===== config.mk =====
export PLATFORM = sky130hd
export DESIGN_NAME = fetch_npc_stage
export DESIGN_NICKNAME = d
export VERILOG_FILES = /design/src/rtl/mips_pkg.sv /design/src/rtl/npc.sv /design/src/rtl/fetch_npc_stage.sv
export SDC_FILE = /design/constraint.sdc
export NUM_CORES = 1
export LEC_CHECK = 0
export CAP_MARGIN = 20
export CORE_MARGIN = 2
export CORE_UTILIZATION = 54
export CTS_CLUSTER_SIZE = 24
export DETAILED_ROUTE_END_ITERATION = 6
export PLACE_DENSITY_LB_ADDON = 0.05
export SYNTH_ARGS = -nofsm -noshare
export SYNTH_HDL_FRONTEND = slang
export SYNTH_HIERARCHICAL = 1
export SYNTH_SLANG_ARGS = --single-unit

===== constraint.sdc =====
create_clock -name clk -period 14.1 [get_ports clk]
set_input_delay 2.115 -clock clk [delete_from_list [all_inputs] [get_ports clk]]
set_output_delay 2.115 -clock clk [all_outputs]
set_load 0.02 [all_outputs]

===== src/rtl/mips_pkg.sv =====
// Shared definitions for the MIPS pipeline fetch logic.
// Holds the reset fetch address, the instruction-memory depth, the NOP encoding,
// the next-PC select and fetch-FSM encodings.
package mips_pkg;

  localparam logic [31:0] RESET_PC_DEF = 32'h0000_3000;
  localparam int unsigned IM_WORDS_DEF = 4096;
  localparam logic [31:0] NOP          = 32'h0000_0000;

  typedef enum logic [1:0] {
    NPC_SEQ = 2'd0,
    NPC_BR  = 2'd1,
    NPC_J   = 2'd2,
    NPC_JR  = 2'd3
  } npc_sel_e;

  typedef enum logic {
    FS_RUN  = 1'b0,
    FS_HALT = 1'b1
  } fetch_state_e;

endpackage


===== src/rtl/npc.sv =====
// Next-PC selection: jr > j > taken branch > sequential. Redirects only apply
// when IF/ID holds a real instruction.
// Ports:
//   pc_f, pc_d, instr_d, valid_d   - current fetch PC and IF/ID contents
//   br_is, br_true, j_is, jr_is    - decoded control class of the ID instruction
//   rs_fwd                         - forwarded jr target
//   npc                            - next fetch PC
//   npc_sel                        - chosen source (debug/coverage)
module npc
  import mips_pkg::*;
(
  input  logic [31:0] pc_f,
  input  logic [31:0] pc_d,
  input  logic [31:0] instr_d,
  input  logic        br_is,
  input  logic        br_true,
  input  logic        j_is,
  input  logic        jr_is,
  input  logic [31:0] rs_fwd,
  input  logic        valid_d,
  output logic [31:0] npc,
  output logic [1:0]  npc_sel
);

  logic [31:0] seq_tgt;
  logic [31:0] br_tgt;
  logic [31:0] j_tgt;
  npc_sel_e    sel;
  logic        unused_opcode;

  // Opcode field is decoded upstream; only the immediate/index fields matter here.
  assign unused_opcode = ^instr_d[31:26];

  assign seq_tgt = pc_f + 32'd4;
  // Branch offset is relative to the delay-slot address (pc_d + 4).
  assign br_tgt  = pc_d + 32'd4 + {{14{instr_d[15]}}, instr_d[15:0], 2'b00};
  assign j_tgt   = {pc_d[31:28], instr_d[25:0], 2'b00};

  // Priority select; an empty IF/ID slot never redirects.
  always_comb begin
    sel = NPC_SEQ;
    if (valid_d) begin
      if (jr_is)                 sel = NPC_JR;
      else if (j_is)             sel = NPC_J;
      else if (br_is && br_true) sel = NPC_BR;
    end
  end

  always_comb begin
    npc = seq_tgt;
    unique case (sel)
      NPC_SEQ: npc = seq_tgt;
      NPC_BR:  npc = br_tgt;
      NPC_J:   npc = j_tgt;
      NPC_JR:  npc = rs_fwd;
      default: npc = seq_tgt;
    endcase
  end

  assign npc_sel = sel;

endmodule


===== src/rtl/fetch_npc_stage.sv =====
// Instruction fetch stage: PC register, IF/ID pipeline register, fetch-fault
// halt FSM and fetched-instruction counter.
// Ports:
//   clk, reset (async, active-high)
//   stall                           - hold PC and IF/ID
//   br_is, br_true, j_is, jr_is, rs_fwd - ID-stage control for next-PC
//   imem_addr / imem_rdata          - fetch PC and combinational instruction read
//   instr_d, pc_d, pc8_d, valid_d   - IF/ID contents (pc8_d = pc_d + 8 link value)
//   fault, fault_pc                 - sticky fetch fault and faulting PC
//   fetch_cnt                       - count of valid IF/ID loads
module fetch_npc_stage
  import mips_pkg::*;
#(
  parameter logic [31:0] RESET_PC = RESET_PC_DEF,
  parameter int unsigned IM_WORDS = IM_WORDS_DEF
) (
  input  logic        clk,
  input  logic        reset,
  input  logic        stall,
  input  logic        br_is,
  input  logic        br_true,
  input  logic        j_is,
  input  logic        jr_is,
  input  logic [31:0] rs_fwd,
  output logic [31:0] imem_addr,
  input  logic [31:0] imem_rdata,
  output logic [31:0] instr_d,
  output logic [31:0] pc_d,
  output logic [31:0] pc8_d,
  output logic        valid_d,
  output logic        fault,
  output logic [31:0] fault_pc,
  output logic [31:0] fetch_cnt
);

  localparam logic [31:0] PC_LAST = RESET_PC + 32'(IM_WORDS * 4) - 32'd4;

  fetch_state_e state_q, state_d;
  logic [31:0]  pc_f_q, pc_f_d;
  logic [31:0]  instr_d_q, instr_d_d;
  logic [31:0]  pc_d_q, pc_d_d;
  logic         valid_d_q, valid_d_d;
  logic         fault_q, fault_d;
  logic [31:0]  fault_pc_q, fault_pc_d;
  logic [31:0]  fetch_cnt_q, fetch_cnt_d;

  logic [31:0]  npc_w;
  logic [1:0]   npc_sel_w;
  logic         pc_fault_c;

  npc u_npc (
    .pc_f    (pc_f_q),
    .pc_d    (pc_d_q),
    .instr_d (instr_d_q),
    .br_is   (br_is),
    .br_true (br_true),
    .j_is    (j_is),
    .jr_is   (jr_is),
    .rs_fwd  (rs_fwd),
    .valid_d (valid_d_q),
    .npc     (npc_w),
    .npc_sel (npc_sel_w)
  );

  // Misaligned or out-of-range fetch address.
  assign pc_fault_c = (pc_f_q[1:0] != 2'b00) || (pc_f_q < RESET_PC) || (pc_f_q > PC_LAST);

  // Next-state: stall freezes everything in RUN; HALT freezes everything regardless.
  always_comb begin
    state_d     = state_q;
    pc_f_d      = pc_f_q;
    instr_d_d   = instr_d_q;
    pc_d_d      = pc_d_q;
    valid_d_d   = valid_d_q;
    fault_d     = fault_q;
    fault_pc_d  = fault_pc_q;
    fetch_cnt_d = fetch_cnt_q;
    unique case (state_q)
      FS_RUN: begin
        if (!stall) begin
          if (pc_fault_c) begin
            // Bubble into IF/ID; pc_f stays on the faulting address.
            instr_d_d  = NOP;
            pc_d_d     = pc_f_q;
            valid_d_d  = 1'b0;
            fault_d    = 1'b1;
            fault_pc_d = pc_f_q;
            state_d    = FS_HALT;
          end else begin
            pc_f_d      = npc_w;
            instr_d_d   = imem_rdata;
            pc_d_d      = pc_f_q;
            valid_d_d   = 1'b1;
            fetch_cnt_d = fetch_cnt_q + 32'd1;
          end
        end
      end
      FS_HALT: begin
      end
      default: state_d = FS_HALT;
    endcase
  end

  always_ff @(posedge clk or posedge reset) begin
    if (reset) begin
      state_q     <= FS_RUN;
      pc_f_q      <= RESET_PC;
      instr_d_q   <= NOP;
      pc_d_q      <= 32'd0;
      valid_d_q   <= 1'b0;
      fault_q     <= 1'b0;
      fault_pc_q  <= 32'd0;
      fetch_cnt_q <= 32'd0;
    end else begin
      state_q     <= state_d;
      pc_f_q      <= pc_f_d;
      instr_d_q   <= instr_d_d;
      pc_d_q      <= pc_d_d;
      valid_d_q   <= valid_d_d;
      fault_q     <= fault_d;
      fault_pc_q  <= fault_pc_d;
      fetch_cnt_q <= fetch_cnt_d;
    end
  end

  assign imem_addr = pc_f_q;
  assign instr_d   = instr_d_q;
  assign pc_d      = pc_d_q;
  assign pc8_d     = pc_d_q + 32'd8;
  assign valid_d   = valid_d_q;
  assign fault     = fault_q;
  assign fault_pc  = fault_pc_q;
  assign fetch_cnt = fetch_cnt_q;

endmodule


### Word-level counts from Yosys, hierarchy flattened

Cells that the tools add are included.

* input bits: 71
* register bits: 163
* output and inout bits: 194

* muxes and demuxes: 10
* equality and inequality tests: 3
* bitwise operators: 3
* reduce and logical (&&, ||, !) cells: 8
* order comparisons: 2
* add/subtract/negate cells: 5

Operator list (count)
* case mux 32 bit (4 select lines): 1
* adder 32 x 3 -> 32 bit (second input constant): 2
* adder 32 x 1 -> 32 bit (second input constant): 1
* adder 32 bit: 1
* adder 32 x 4 -> 32 bit (second input constant): 1
* > comparator 32 x 15 -> 1 bit (second input constant): 1
* less-than comparator 32 x 14 -> 1 bit (second input constant): 1
* two-way mux 32 bit: 1
* two-way mux 2 bit: 3
* AND reduction 3 bit: 2
* two-way mux 1 bit: 5
* equality test 2 bit (second input constant): 2
* NOT 1 bit: 3
* equality test 2 x 1 -> 1 bit (second input constant): 1
* logical NOT 2 bit: 1
* logical OR 1 bit: 2
* AND reduction 2 bit: 1
* nonzero test 2 bit: 1
* logical AND 1 bit: 1

### Depth between registers and ports, before layout

* depth after elaboration: 7
* mapped depth: 14
* gate-level depth less buffers: 14

### Cells and area by module

The synthesis kept the hierarchy.

Modules (own cells, without submodules)
* fetch_npc_stage: instances 1, seq. area each 4081.4 um^2, area each 6800.3 um^2, cells an instance 579
* npc: instances 1, seq. area each 0.0 um^2, area each 3398.3 um^2, cells an instance 474

### Least setup slack after synthesis

Ideal clock, no wire load.

* path type: register -> output
* start point: reg pc_d_q[4], in the netlist pc_d[4]
* end point: out pc8_d[31]
* slack: 9.737 ns
* stages on the path, launching flop included: 7
* arrival time: 2.248 ns
* buffers on the path: 0
* data required time: 11.985 ns
* cell sequence: dfrtp_1 > ha_1 > nand3_1 > nor4_1 > and2_1 > nand4_1 > xnor2_1

* longest elaborated chain between the ends: 1

Ends and longest elaborated chain
* from (decl): line fetch_npc_stage.sv:41 `logic [31:0] pc_d_q, pc_d_d;`
* from (signal assigned): line fetch_npc_stage.sv:118 `pc_d_q <= pc_d_d;`
* adder 32 x 4 -> 32 bit: line fetch_npc_stage.sv:129 `assign pc8_d = pc_d_q + 32'd8;`
* to (decl): line fetch_npc_stage.sv:29 `output logic [31:0] pc8_d,`

Every way passes these cells.

### Worst setup path after layout

Ends and elaborated chain as after synthesis.

==> flow_summary.toml <==
[floorplanning]
die_w_um = 141.4
dieHeight_um = 141.4
initial_utilization_pct = 54.84
die_area_um2 = 19980
fp.coreArea_um2 = 18580
num_io_pins = 265
rows = 50

[synth]
synthCells = 1051
yosys_warnings = 6
synth_area_per_cell_um2 = 9.694
syn-cell-area_um2 = 10190
synth.net_count = 1183

[timing]
fin_crit_sh_pct = 37.46
slew_headroom_pct = 31.76
drv_slew = 0
tightest_slew_ns = 1.021
setup_viol = 0
skew_ns = 0.01354
rsz0062_at_grt = "no"
hold_viol = 0
clock.fmax_ghz = 0.1894
period_minus_slack_ns = 5.281
finalSetupTns_ns = 0

[critical_path]
cp_slowest_cell = "clkdlybuf4s50_1"
worstPathArrival_ns = 3.17
rrSetupSlack_ns = 10.73
cp_num_buf_inv = 2
critPathKind = "register to output pin"
cp_max_fo = 6
r2r_end = "imem_addr[25]"
reg2regPathDepth = 12
critPathLaunchType = "register"
cp_cell_sequence = "ha_1, nand3_1, nor4_1, buf_4, and2_1, nand4_1, xnor2_1, clkdlybuf4s50_1"
max_stage_delay_ns = 0.62
r2r-start = "instr_d[1]"
cp_top_family = "simple AND/OR/NAND/NOR gates"
cp.required_ns = 11.98
cp-end-kind = "output pin"

[power]
swShare_pct = 28.16
power_frac_comb_pct = 15.7
power_density_nw_per_um2 = 88.33
p_seq_share_pct = 42.7
leakagePower_uw = 0.006201
design_power_total_uw = 1199
clkPwrFrac_pct = 41.5
p_sw_uw = 337.5
ir_drop_v = 0.00009836
internal_power_uw = 861.3

[worst_hold_path]
whs_path_depth = 1
hold_start = "fault"
hold_class = "register to register"
holdPathEnd = "fault"

[routing]
viasPerCell = 6.170
drt_iter0_markers = 868
vias = 9496
ant_nets = 0
wl_um = 32640
wl_per_cell_um = 21.21
drt_first_pass_iters = 5
drc_errors = 0

[clock_tree]
cts_buffer_depth = 2
cts.reportedPaths.clkPinSlew_ns = 0.07
cts_num_sinks = 163
cts_root_buf = "clkbuf_16"
postCtsHoldBufs = 0
cts_tree = "built"
postCtsSetupRepairBufs = 0
cts_resized = 0
ctsHtreeMaxLevel = 4
clk_latency_ns = 0.43
cts-buffers-inserted = 17

[placement]
place_area_um2 = 12930
portBuffers = 264
place_hpwl_um = 23380
gp_congestion = 0.9421
dp.cells = 1505

[status]
outcome = "completed"

[global_route]
grt_pass1_vias = 9205
grt.overflow.total = 0
grt_pass1_wl_um = 50340
grt_usage_pct = 32.35
antenna_found_initial = 0
grt_max_degree = 88

[run]
drv_cap = 0

[finish]
area_growth_pct = 33.22
finalNonFillerCells = 1539
postLayoutCoreUtil_pct = 73.05
antennaDiodeCount = 0
final_nets = 1424
drive_above_1_share_pct = 8.659
design_area_um2 = 13570
==> layout make-up <==
cell class | count | area (µm²)
inverter | 22 | 87.58
multi-input combinational | 810 | 5741
sequential | 163 | 4081
clock buffer | 19 | 432.9
clock inverter | 13 | 186.4
fill | 1477 | 5007
timing repair buffer | 278 | 2751
tap | 234 | 292.8
==> power by group through the flow <==
| stage | Clock (µW) | Sequential (µW) | Combinational (µW) |
|---|---|---|---|
| 6_report | 498 | 512 | 189 |
| 5_1_grt | 523 | 514 | 202 |
| 4_1_cts | 504 | 512 | 188 |
| 3_5_place_dp | 0 | 521 | 187 |
| 3_3_place_gp | 0 | 520 | 186 |
| 2_1_floorplan | 0 | 533 | 80.6 |
==> per-layer routing <==
| metal | track usage (%) | vias to the layer above | share of wire (%) |
|---|---|---|---|
| li1 | - | 4311 | - |
| met1 | 40.14 | 4641 | 40 |
| met2 | 53.32 | 444 | 48 |
| met3 | 6.885 | 100 | 6.8 |
| met4 | 16.95 | 0 | 4.7 |
| met5 | 0 | - | 0 |
==> how the worst max path moves through the flow <==
stage                       start  slack (ns)  depth (start not counted)            end
final                     pc_d[4]        8.82                          8      pc8_d[31]
after global placement      jr_is        9.28                          6  imem_addr[22]
after CTS                 pc_d[7]        8.74                          6      pc8_d[22]
after floorplan             reset        7.58                          1          fault
after detailed placement  pc_d[8]        9.21                          6      pc8_d[22]
after global routing      pc_d[4]        8.60                          8      pc8_d[23]
==> per-stage QoR <==
stage / setup slack [ns] / hold slack, ns
after floorplan: 7.583 / 0.4425
after global placement: 9.283 / 0.4521
after detailed placement: 9.209 / 0.4621
after CTS: 8.740 / 0.4748
after global routing: 8.601 / 0.4911
final: 8.819 / 0.4702
==> layout by cell type, fill, tap and decap left out, types with 17 or more instances in the layout <==
cell,instances
a21oi_1,47
a21bo_2,19
nor2_1,40
clkdlybuf4s50_1,264
nand4_1,35
o21ai_0,23
mux2_2,23
xnor2_1,62
a22o_1,43
clkbuf_16,17
xor2_1,44
inv_1,21
a21o_1,35
ha_1,60
nand2_1,150
nand3_1,44
dfrtp_1,161
==> registers in the layout, indices dropped and copies added (netlist names) <==
register,flops
fault_pc,32
state_q,1
instr_d,32
valid_d,1
pc_d,32
fetch_cnt,32
fault,1
imem_addr,32
(Power assumes the default switching activity.)
